$ cat src/rtl/gb_timer.sv
// DMG-style DIV/TIMA/TMA/TAC timer with a falling-edge tick detector and delayed TMA reload.
// state  | meaning
// RUN    | normal counting, TIMA increments on each tick
// OVF    | TIMA overflowed, holds 00 while the reload delay runs down
// RELOAD | TIMA takes TMA, irq_timer high for this clock only
module gb_timer #(
  parameter int RELOAD_DELAY = 4,
  parameter int CNT_W        = 16
) (
  input  logic        clk,
  input  logic        rst_n,
  input  logic [15:0] A,
  input  logic [7:0]  Di,
  output logic [7:0]  Do,
  input  logic        cs,
  input  logic        wr,
  input  logic        rd,
  output logic        irq_timer
);

  localparam int DLY_W = (RELOAD_DELAY > 1) ? $clog2(RELOAD_DELAY) : 1;
  localparam logic [DLY_W-1:0] DLY_INIT = DLY_W'(RELOAD_DELAY - 1);

  typedef enum logic [1:0] {
    ST_RUN    = 2'd0,
    ST_OVF    = 2'd1,
    ST_RELOAD = 2'd2
  } state_t;

  state_t           state_q;
  logic [CNT_W-1:0] cnt_q, cnt_d;
  logic [7:0]       tima_q;
  logic [7:0]       tma_q, tma_d;
  logic [2:0]       tac_q, tac_d;
  logic [DLY_W-1:0] dly_q;
  logic             t_q;
  logic             irq_q;

  logic        wr_en, wr_div, wr_tima, wr_tma, wr_tac;
  logic        sel, t_in, tick;
  logic [15:0] cnt16;
  logic        unused_ok;

  assign wr_en   = cs & wr;
  assign wr_div  = wr_en & (A[1:0] == 2'd0);
  assign wr_tima = wr_en & (A[1:0] == 2'd1);
  assign wr_tma  = wr_en & (A[1:0] == 2'd2);
  assign wr_tac  = wr_en & (A[1:0] == 2'd3);

  always_comb begin
    sel = 1'b0;
    case (tac_q[1:0])
      2'b00:   sel = cnt_q[9];
      2'b01:   sel = cnt_q[3];
      2'b10:   sel = cnt_q[5];
      default: sel = cnt_q[7];
    endcase
  end

  // Falling edge of the gated divider bit; DIV or TAC writes can produce it too.
  assign t_in = tac_q[2] & sel;
  assign tick = t_q & ~t_in;

  assign cnt_d = wr_div ? '0 : cnt_q + 1'b1;
  assign tma_d = wr_tma ? Di : tma_q;
  assign tac_d = wr_tac ? Di[2:0] : tac_q;

  always_ff @(posedge clk or negedge rst_n) begin
    if (!rst_n) begin
      cnt_q <= '0;
      tma_q <= 8'h00;
      tac_q <= 3'b000;
      t_q   <= 1'b0;
    end else begin
      cnt_q <= cnt_d;
      tma_q <= tma_d;
      tac_q <= tac_d;
      t_q   <= t_in;
    end
  end

  always_ff @(posedge clk or negedge rst_n) begin
    if (!rst_n) begin
      state_q <= ST_RUN;
      tima_q  <= 8'h00;
      dly_q   <= '0;
      irq_q   <= 1'b0;
    end else begin
      irq_q <= 1'b0;
      case (state_q)
        ST_RUN: begin
          if (wr_tima) begin
            tima_q <= Di;
          end else if (tick) begin
            if (tima_q == 8'hFF) begin
              tima_q  <= 8'h00;
              dly_q   <= DLY_INIT;
              state_q <= ST_OVF;
            end else begin
              tima_q <= tima_q + 8'd1;
            end
          end
        end
        ST_OVF: begin
          if (wr_tima) begin
            tima_q  <= Di;
            state_q <= ST_RUN;
          end else if (dly_q == '0) begin
            state_q <= ST_RELOAD;
            irq_q   <= 1'b1;
          end else begin
            dly_q <= dly_q - 1'b1;
          end
        end
        ST_RELOAD: begin
          // TMA written this same cycle is forwarded; CPU TIMA writes lose here.
          tima_q  <= tma_d;
          state_q <= ST_RUN;
        end
        default: state_q <= ST_RUN;
      endcase
    end
  end

  assign irq_timer = irq_q;
  assign cnt16     = 16'(cnt_q);

  always_comb begin
    Do = 8'h00;
    if (cs & rd) begin
      case (A[1:0])
        2'd0:    Do = cnt16[15:8];
        2'd1:    Do = tima_q;
        2'd2:    Do = tma_q;
        default: Do = {5'b11111, tac_q};
      endcase
    end
  end

  assign unused_ok = ^{A[15:2], cnt16[7:0]};

endmodule
$ cat config.mk
export PLATFORM = sky130hd
export DESIGN_NAME = gb_timer
export DESIGN_NICKNAME = d
export VERILOG_FILES = /design/src/rtl/gb_timer.sv
export SDC_FILE = /design/constraint.sdc
export NUM_CORES = 1
export LEC_CHECK = 0
export CORE_ASPECT_RATIO = 1.5
export CORE_MARGIN = 4
export CORE_UTILIZATION = 54
export DETAILED_ROUTE_END_ITERATION = 8
export PLACE_DENSITY = 0.8
export SYNTH_ARGS = -nofsm -noshare
export SYNTH_HDL_FRONTEND = slang
export SYNTH_SLANG_ARGS = --single-unit
$ cat constraint.sdc
create_clock -name clk -period 2.4 [get_ports clk]
set_clock_uncertainty 0.15 [all_clocks]
set_input_delay 0.48 -clock clk [delete_from_list [all_inputs] [get_ports clk]]
set_output_delay 0.48 -clock clk [all_outputs]
set_load 0.005 [all_outputs]
* Word level (Yosys, flattened, before mapping)
Cells that the tools add are included.
** Word-level totals
- Flip-flop bits (word level) :: 41
- Latch bits :: 0
- Bits in writable memories :: 0
- Bits in read-only memories :: 0
- Input port bits :: 29
- Output and inout bits :: 9
- Word-level logic and storage cells :: 70
- Memories :: 0
** Operators by class
- Add/subtract/negate cells :: 3
- $mul :: 0
- Div/mod/pow operators :: 0
- Magnitude comparators :: 0
- Eq/ne operators :: 16
- Shift operators :: 0
- Mux-type cells :: 25
- Bitwise operators :: 9
- Reductions and logical operators :: 9
** Operator list (number)
- $mux 8 :: 6
- $pmux 8 s3 :: 2
- $mux 2 :: 10
- $add 16x1->16 const B :: 1
- $mux 16 :: 1
- $ne 2x2->1 const B :: 6
- $add 8x1->8 const B :: 1
- $and 1x1->1 :: 8
- $eq 2x2->1 const B :: 4
- $eq 8x8->1 const B :: 1
- $logic_not 2->1 :: 4
- $pmux 2 s2 :: 2
- $eq 2x1->1 const B :: 3
- $ne 3x3->1 const B :: 2
- $reduce_and 6->1 :: 1
- $reduce_and 4->1 :: 1
- $mux 1 :: 3
- $pmux 1 s3 :: 1
- $reduce_and 3->1 :: 1
- $reduce_bool 3->1 :: 1
- $reduce_bool 2->1 :: 1
- $sub 2x1->2 const B :: 1
- $not 1->1 :: 1

* Longest topological paths before layout
Gate-level depths: netlist of run 1.
- Word-level depth :: 8
- Depth in mapped cells :: 8
- Mapped depth without buffers :: 7

* Worst setup path after synthesis of run 1
No wires, ideal clock.
- Kind :: input -> output
- Start :: input port A[1]
- End :: output port Do[0]
- Arrival time :: 1.482 ns
- Required time :: 1.770 ns
- Slack :: 0.288 ns
- Cell stages on the path :: 3
- Buffers on the path :: 1
- Path through :: buf_1 -> mux4_2 -> nor2b_1
** Between the ends
- Longest elaborated chain between the ends :: 3
- Elaborated cells between the ends (all ways) :: 5
- Those cells by class :: eq/ne (2); mux (2); reduce/logical (1)
** RTL lines
- from (decl) :: line 12 : input logic [15:0] A,
- $eq 2x2->1, or another cell as far along :: line 131 : case (A[1:0])
- $pmux 8 s3 (*) :: line 131
- $mux 8 (*) :: line 130 : if (cs & rd) begin
- to (decl) :: line 14 : output logic [7:0] Do,
Mark *: on every way between the ends. The rest lies on a longest branch, timed or not.

* Final worst setup path of run 1
- Start :: input port A[0]
- End :: output port Do[1]
Same word-level chain as after synthesis.

==> results of run 1 <==
[placed cells by master, fill, tap and decap left out, types with 8 or more instances in the layout]
cell,n
dfrtp_1,41
clkdlybuf4s50_1,12
dlygate4sd2_1,8
inv_1,9
a21oi_1,15
mux2_2,11
nand2_1,25
nor2_1,30
buf_4,22
nand3_1,9
[layout make-up]
type                    instances  area share, %
clock buffers                   5          2.315
repair buffers                 47          13.38
multi-input cells             196          46.13
well taps                      46          1.936
flip-flops and latches         41          34.51
inverters                       9          1.136
clock inverters                 3         0.5892
[power groups by stage]
stage | sequential [mW] | clock [mW] | combinational (mW)
after floorplan | 0.982 | 0 | 0.452
after global placement | 1.03 | 0 | 0.600
after detailed placement | 1.04 | 0 | 0.621
after CTS | 1.03 | 0.454 | 0.621
after global routing | 1.06 | 0.498 | 0.696
final | 1.03 | 0.444 | 0.620
[timing repair]
action                                 in CTS  in global routing
setup endpoints to repair                  15                  7
gates resized for setup                    13                  4
pin swaps                                   0                  1
setup buffers                               2                  0
endpoints found under the hold margin       0                  0
[through the flow]
step | power [mW] | area, sq um | setup WS [ns]
after floorplan | 1.434 | 2470 | 0.2876
after global placement | 1.633 | 2870 | -0.4364
after detailed placement | 1.661 | 2870 | -0.4905
after CTS | 2.102 | 2968 | 0.002339
after global routing | 2.250 | 2973 | 0.01291
final | 2.098 | 2973 | 0.04815
[layer usage]
metal / up-vias / wire, microns / part of all wire [%]
li1: 1020 / - / -
met1: 1001 / 2310 / 39
met2: 39 / 3281 / 55
met3: 15 / 171 / 2.9
met4: 0 / 174 / 2.9
met5: - / 0 / 0
[state kept, by name (all words and copies together) (netlist names)]
signal     cells
tma_q          8
dly_q          2
t_q            1
state_q        2
tac_q          3
tima_q         8
cnt16         16
irq_timer      1
[synthesized netlist by cell type, types with 2 or more instances]
master	number
a211oi_1	4
a21oi_1	15
a22o_1	6
a22oi_1	2
a311oi_1	3
a31oi_1	3
and3_1	5
buf_1	3
buf_2	2
clkbuf_1	4
dfrtp_1	41
ha_1	7
inv_1	9
mux2_1	4
mux2_2	11
mux2i_1	2
mux4_2	3
nand2_1	26
nand3_1	9
nand4_1	2
nand4b_1	2
nor2_1	30
nor2b_1	4
nor3_1	6
o21ai_0	6
o21ai_1	3
o22ai_1	6
o2bb2ai_1	2
o31ai_1	3
or3_1	2
xnor2_1	7
xor2_1	7
[cells by family (layout without fill, tap and decap cells)]
group | Yosys count | count (layout) | share of synthesized area (%)
flip-flops | 41 | 41 | 41.54
AND/OR/NAND/NOR | 93 | 93 | 17.73
XOR/XNOR | 14 | 14 | 4.965
AO/OA/AOI/OAI | 62 | 62 | 18.54
adder cells (fa/ha/maj) | 7 | 7 | 3.546
multiplexers | 20 | 20 | 10.38
buffers and inverters | 19 | 64 | 3.292
[critical path: cells and delay by family]
family                 cells  cell delay (ns)
AND/OR/NAND/NOR            1             0.14
buffers and inverters      4             0.82
multiplexers               1             0.28
[path summary, 6_finish.rpt]
kind                            startpoint        end  slack, ns
min in group clk                  cnt16[0]   cnt16[0]       0.34
max in group asynchronous            rst_n  cnt16[10]       1.63
worst max-delay path                  A[0]      Do[1]       0.05
worst min-delay path                 rst_n   cnt16[5]       0.08
worst min register to register    cnt16[0]   cnt16[0]       0.34
worst max register to register   tima_q[0]  tima_q[3]       0.25
==> flow_summary.ini, run 1 <==
[run_status]
outcome = finished, final reports clean

[timing]
max_freq_ghz = 0.4252
relSlewSlack_pct = 57.51
drv_slew = 0
tightest_slew_ns = 0.6307
min_period_ns = 2.352
rsz0062_at_grt = false
setup_viol = 0
hold_ws_ns = 0.08108
finalHoldViolCount = 0
period_share_pct = 97.99
setup_tns_ns = 0

[clocking]
cts_buffers = 5
clk_latency_ns = 0.30
cts_tree = done
path_clk_slew_ns = 0.08
h-tree-depth = 2
root_buffer = clkbuf_8
max-clock-path-buffers = 2
ctsHoldBuffers = 0
clkSinkCount = 41

[worst_setup_path]
critPathKind = in2out
cpMaxStageDelayCell = mux4_2
end_kind = output port
slowest_delay_ns = 0.28
cp.required_ns = 1.77
crit_arrival_ns = 1.72
crit_chain = dlygate4sd2_1, buf_6, buf_4, mux4_2, nor2b_1, dlygate4sd2_1
cp_common_cell = dlygate4sd2_1
crit_fanout = 5
reg2reg_depth = 5
cp-start-kind = primary input

[power_and_ir_drop]
pwr-share-clk_pct = 21.2
p_int_mw = 1.382
power_frac_seq_pct = 49.3
p_leak_nw = 1.346
p_switching_mw = 0.7162
ir_drop_v = 0.0003593
switching_share_pct = 34.13
p_per_area_nw_per_um2 = 705.8
p_comb_share_pct = 29.6

[grt]
grt_pass1_vias = 2190
grt_max_degree = 42
use_met2_pct = 40.70
grt_use_met3_pct = 3.985
grt_pass1_wl_mm = 10.16
use_met1_pct = 25.04
antenna_found_initial = 0
grt_overflow = 0
grtUsageTotal_pct = 22.59
grt_most_used_layer = met2

[yosys]
syn-cell-area_sq_um = 2470
yosys.area.top_type = dfrtp_1
avgSynthCellArea_sq_um = 9.648
yosysUniqueCellTypes = 49
ys_seq_area_share_pct = 41.54
synth_area_leaders = dfrtp_1, mux2_2, nor2_1
synth_top_area_share_pct = 41.54
synth_cells = 256
synth_edf_count = 0
ys.flop_type = dfrtp_1
yosys_warnings = 0
async_reset_ff_share_pct = 100.0
ys_seq_elements = 41
synthesis.nets = 292

[route]
drt-total-wl_mm = 5.937
drtPass1Iterations = 4
vias = 2075
wl_per_cell_microns = 17.11
viasPerCell = 5.980
route.detailed.drc = 0
ant_nets = 0
drt-initial-drc-count = 103

[cells_and_area]
final_core_util_pct = 68.85
fin_nets = 336
drive_above_1_share_pct = 17.94
n_fill_cell = 356
finalNonFillerCells = 347
multi_input_area_sq_um = 1371
synthToLayoutAreaGrowth_pct = 20.36
regArea_sq_um = 1026
n_antenna_cell = 0

[placement]
numPortBuffers = 23
post-dp-hpwl_mm = 4.489
dp_cells = 337
finalWeightedCongestion = 0.8538

[floorplanning]
die_x_microns = 63.22
coreArea_sq_um = 4318
die_area_sq_um = 5742
io_pins = 38
initial_utilization_pct = 57.20
dieHeight_microns = 90.83
row_count = 29

[flow_run]
maxCapViolCount = 0

[hold_path]
holdCritPathClass = in2async
Note: power is estimated with default switching activity, not from simulation.
==> run 2, diff against run 1 <==
- SLEW_MARGIN: unset -> 10
==> results of run 2 <==
Same layout as run 1: the final DEF is identical, and so are final timing and power.
==> run 3, diff against run 2 <==
- CAP_MARGIN: unset -> 20
==> results of run 3 <==
Same layout as run 1: the final DEF is identical, and so are final timing and power.
==> RTL change 1, RTL diff (config.mk and constraints of run 3) <==
Re-encode `state_t` (3 states) as one-hot, 3 bits wide.
--- a/src/rtl/gb_timer.sv
+++ b/src/rtl/gb_timer.sv
@@ -21,10 +21,10 @@
   localparam int DLY_W = (RELOAD_DELAY > 1) ? $clog2(RELOAD_DELAY) : 1;
   localparam logic [DLY_W-1:0] DLY_INIT = DLY_W'(RELOAD_DELAY - 1);
 
-  typedef enum logic [1:0] {
-    ST_RUN    = 2'd0,
-    ST_OVF    = 2'd1,
-    ST_RELOAD = 2'd2
+  typedef enum logic [2:0] {
+    ST_RUN    = 3'b001,
+    ST_OVF    = 3'b010,
+    ST_RELOAD = 3'b100
   } state_t;
 
   state_t           state_q;
Formal check against the unedited RTL: no difference found for any inputs over 10 cycles, from zero or initial values and one cycle with rst_n low; not proved beyond that.
==> RTL change 1 against run 3 <==
- area after synthesis down 0.10%
- wire length down 4.1%
- sequential cell count rose by 1
- cell area is 2.4% higher
- setup slack gained 0.0096 ns
- power rose by 12%
- largest power group unchanged
==> RTL change 1: results (changes against run 3) <==
Post-Syn Nets = 262 (-10%)
Post-Route WL = 5700 um (-4.1%)
Global-route wire length before repair = 9790 um (-3.6%)
Peak VDD IR = 0.000405 V (+13%)
Final period util = 97.6% (-0.40 points)
Min-delay worst type = input port to async pin
Adder-cell share of the synthesized area = 1.52% (-2.0 points)
Commonest cells post-synth = 41 x dfrtp_1, 25 x nor2_1, 11 x mux2_2, 11 x nand2_1, 10 x xor2_1
GR Util met1 = 23.5% (-1.6 points)
Share of layout cells above drive strength 1 = 30.2% (+12 points)
CP max stage cell = clkdlybuf4s50_1
Hold Fails Final Rpt = 0 (unchanged)
XOR/XNOR share of the synthesized area = 5.32% (+0.36 points)
Cell Int Power = 1.60 mW (+16%)
Distinct cells, synth = 55 (+12%)
Multiplexer area fraction after synthesis = 14.5% (+4.1 points)
Worst Tran Pin Value = 0.528 ns (-0.103 ns)
Largest cells by area after synthesis = dfrtp_1 42%, mux2_4 5.5%, mux2_2 5.0%
Status = finished clean
GRT Total Usage = 21.5% (-1.1 points)
Compound-Gate Fraction of Synth Area = 12.2% (-6.4 points)
Pre-CTS WS = -0.449 ns (+0.0412 ns)
Seq/Total Area, Yosys = 42.6% (+1.1 points)
Worst R2R Setup Slack = 0.41 ns (+0.16 ns)
RD Place Congestion = 0.845 (-1.1%)
Largest net degree at the start of global routing = 43 (+2.4%)
DPL Wire Length = 4110 um (-8.5%)
Worst-Skew Late Latency = 0.30 ns (about the same)
Final hold slack = 0.0871 ns (+0.00602 ns)
Vias in the first global route = 2117 (-3.3%)
M2 GR Usage = 39.1% (-1.6 points)
Slowest stage delay, CP = 0.43 ns (+0.15 ns)
Nets = 312 (-7.1%)
Drt via density = 6.13 (+2.4%)
LEAKAGE = 1.40 nW (+3.7%)
Fillers = 315 (-12%)
Initial drt markers = 127 (+23%)
Met3 Usage GRT = 3.61% (-0.37 points)
Initial antenna violation count = 0 (unchanged)
DRC Markers = 0 (unchanged)
==> RTL change 1: changes by cell type in the layout (fill, tap and decap cells not counted), sizes merged, moves of 5 or more <==
cell and delta:
nand2 -15, mux2 +5, a21oi -10, buf +8, a22o -5, dlygate4sd2 -6
==> RTL change 1: power by group through the flow <==
stage | logic (mW) | clock network [mW] | registers (mW)
finish | 0.769 | 0.537 | 1.04
global route | 0.844 | 0.574 | 1.06
CTS | 0.751 | 0.541 | 1.04
detailed placement | 0.659 | 0 | 1.08
global placement | 0.644 | 0 | 1.07
floorplan | 0.504 | 0 | 1.02
==> RTL change 1: through the flow <==
stage	instances	setup TNS [ns]	cell area, um2
2_1_floorplan	230	0	2470
3_3_place_gp	311	-4.61	2850
3_5_place_dp	311	-4.98	2850
4_1_cts	327	0	3020
5_1_grt	327	-0.00157	3040
6_report	327	0	3040
==> RTL change 1: cell type report <==
class                           count  area (um2)  area share, %
Clock buffer                        8         110           3.62
Inverter                            6        22.5          0.740
Multi-Input combinational cell    171        1340           44.1
Sequential cell                    42        1050           34.6
Tap cell                           46        57.6           1.89
Timing Repair Buffer               54         457           15.0
==> RTL change 1: worst max-delay path: cells and delay by family <==
kind                   cells  cell delay [ns]
multiplexers               1             0.34
buffers and inverters      3             0.69
AO/OA/AOI/OAI              1             0.14
AND/OR/NAND/NOR            1             0.05
==> RTL change 1: kinds of logic after synthesis <==
| family | count (synthesis) |
|---|---|
| AOI/OAI and AO/OA | 41 |
| xor gates and xnor gates | 15 |
| adders and majority gates | 3 |
| buffers and inverters | 17 |
| DFF | 42 |
| muxes | 26 |
| and+or+nand+nor | 86 |
==> RTL change 1: final timing paths <==
kind	start	endpoint	cells after the start
setup / recovery	A[0]	Do[7]	6
hold / removal	rst_n	cnt16[5]	2
setup reg to reg	tima_q[0]	tima_q[0]	7
hold reg to reg	cnt16[0]	cnt16[0]	1
max in group asynchronous	rst_n	tima_q[0]	2
min in group clk	cnt16[0]	cnt16[0]	1
==> RTL change 1: what timing repair did <==
action                     in CTS  in global routing
cloned                          1                  0
setup endpoints to repair       8                  6
buffers inserted                7                  0
gates resized for setup        16                  7
==> RTL change 1: metal layers <==
metal  up-vias  wire length, um
met5         -                0
met4         0              214
met3        24              204
met2        57             3110
met1       980             2170
li1        942                -
==> RTL change 2, RTL diff (flow settings as in run 3) <==
Made on the original files. Set the parameter `CNT_W` to 20 (it was 16).
--- a/src/rtl/gb_timer.sv
+++ b/src/rtl/gb_timer.sv
@@ -5,7 +5,7 @@
 // RELOAD | TIMA takes TMA, irq_timer high for this clock only
 module gb_timer #(
   parameter int RELOAD_DELAY = 4,
-  parameter int CNT_W        = 16
+  parameter int CNT_W        = 20
 ) (
   input  logic        clk,
   input  logic        rst_n,
Check against the original RTL: no difference found for any inputs over 10 cycles, from zero or initial values and one cycle with rst_n low; that may be too few to reach the edited logic, so the function may still have changed.
==> RTL change 2 against run 3 <==
- cell area rose by 4.3%
- global-route usage increased by 2.2 points
- area after synthesis rose by 0.30%
- wire length increased by 12%
- setup slack gained 0.014 ns
- sequential cell count unchanged
- power increased by 3.6%
- hold slack better by 0.011 ns
- largest cell class unchanged
==> RTL change 2: results (changes against run 3) <==
DPL Wire Length = 4520 um (+0.66%)
Max Root-Sink Buffers = 2 (unchanged)
Commonest cells post-synth = 41 x dfrtp_1, 30 x nand2_1, 23 x nor2_1
Yosys warning total = 0 (unchanged)
Initial drt markers = 168 (+63%)
Status = finished clean
IO Port Bufs = 23 (unchanged)
Nets = 346 (+3.0%)
Largest registers = cnt_q x16, tima_q x8, tma_q x8
Post-Syn Nets = 297 (+1.7%)
Largest cells by area after synthesis = dfrtp_1 41%, mux2_2 5.9%, nand2_1 4.5%
GRT Total Usage = 24.8% (+2.2 points)
Distinct cells, synth = 51 (+4.1%)
Vias in the first global route = 2379 (+8.6%)
Placed cells = 342 (+1.5%)
Worst-Skew Late Latency = 0.29 ns
Detailed Routing Iterations Pass 1 = 5 (+1)
Num CTS Buffers = 5 (unchanged)
Syn Area/Cell = 9.49 um2 (-1.6%)
Min-delay worst type = input port to async pin
Seq/Total Area, Yosys = 41.4% (-0.13 points)
Worst slew margin = 55.4% (-2.1 points)
M2 GR Usage = 43.6% (+2.9 points)
Fillers = 323 (-9.3%)
Met3 Usage GRT = 4.81% (+0.83 points)
Root Buffer = clkbuf_8
Reg clk slew, reported paths = 0.08 ns (about the same)
Share of layout cells above drive strength 1 = 21.9% (+4.0 points)
H-tree Lvls = 2 (unchanged)
CP max stage cell = clkdlybuf4s50_1
Max FO, Critical Path = 6 (+1)
Switching Share = 31.5% (-2.6 points)
LEAKAGE = 1.46 nW (+8.6%)
Worst EP arrival = 1.71 ns
Initial antenna violation count = 0 (unchanged)
Post-Route WL = 6680 um (+12%)
Ys async rst share = 100% (unchanged)
Largest net degree at the start of global routing = 42 (unchanged)
Ys flop type = dfrtp_1
Routed wire per std cell = 18.8 um (+9.7%)
Via count = 2322 (+12%)
Peak VDD IR = 0.000549 V (+53%)
Global-route wire length before repair = 11300 um (+11%)
N_diodes = 0 (unchanged)
Std-Cell Rows = 29 (unchanged)
Slowest stage delay, CP = 0.44 ns (+0.16 ns)
GR Util met1 = 27.8% (+2.8 points)
RD Place Congestion = 0.882 (+3.3%)
## RTL change 2: cell count changes after synthesis, sizes merged, moves of 3 or more
cell,run 3,this run
nor2,30,23
o21ai,9,14
nand2,26,30
a211oi,4,1
a22o,6,3
a31oi,4,1
clkbuf,4,7
nand2b,1,4
nand4,2,5
nor3,6,3
or3,2,5
## RTL change 2: power by group through the flow
stage	clock network [mW]	registers (mW)	logic (mW)
after floorplan	0	0.978	0.391
after global placement	0	1.02	0.549
after detailed placement	0	1.02	0.565
after CTS	0.544	1.00	0.608
after global routing	0.573	1.03	0.686
final	0.536	1.02	0.621
## RTL change 2: layer usage
metal	up-vias	share of wire (%)
met4	0	4.7
met1	1123	37
li1	1049	-
met2	121	52
met5	-	0
met3	29	6.6
## RTL change 2: cell families after synthesis
| logic type | share of synthesized area [%] |
|---|---|
| and+or+nand+nor | 20.4 |
| AOI/OAI and AO/OA | 16.7 |
| DFF | 41.4 |
| buffers and inverters | 3.59 |
| muxes | 10.5 |
| xor gates and xnor gates | 3.89 |
| adders and majority gates | 3.54 |
## RTL change 2: metrics by stage
stage / total power [mW] / util, % / area, um2 / worst slack, ns
5_1_grt: 2.29 / 71.8 / 3100 / 0.00548
2_1_floorplan: 1.37 / - / 2480 / 0.279
6_report: 2.17 / 71.8 / 3100 / 0.0619
4_1_cts: 2.15 / 71.3 / 3080 / 0.00518
3_5_place_dp: 1.59 / 67.1 / 2900 / -0.453
3_3_place_gp: 1.56 / 67.1 / 2900 / -0.445
## RTL change 2: repair_timing
action | 4_1_cts | 5_1_grt
endpoints found under the setup margin | 11 | 7
resized for setup | 19 | 7
buffers inserted | 6 | 0
cloned | 1 | 0
endpoints found under the hold margin | 0 | 0
## RTL change 2: critical path: cells and delay by family
family | cells | cell delay [ns]
buffers and inverters | 3 | 0.71
muxes | 1 | 0.33
AOI/OAI and AO/OA | 1 | 0.13
and+or+nand+nor | 1 | 0.06
## RTL change 2: cell type report
| cell class | count | area [um2] | area share [%] |
|---|---|---|---|
| Multi-Input combinational cell | 198 | 1380 | 44.6 |
| Sequential cell | 41 | 1030 | 33.2 |
| Timing Repair Buffer | 53 | 485 | 15.7 |
| Tap cell | 46 | 57.6 | 1.86 |
| Clock inverter | 2 | 35.0 | 1.13 |
| Clock buffer | 5 | 68.8 | 2.22 |
| Inverter | 11 | 41.3 | 1.33 |
## RTL change 2: worst paths after layout
check,start,end,slack (ns),cells past startpoint
worst max-delay path,A[0],Do[7],0.06,6
worst min-delay path,rst_n,dly_q[0],0.09,2
worst max register to register,cnt_q[9],dly_q[1],0.09,6
worst min register to register,cnt_q[0],cnt_q[0],0.31,1
max in group asynchronous,rst_n,cnt_q[10],1.62,2
min in group clk,cnt_q[0],cnt_q[0],0.31,1
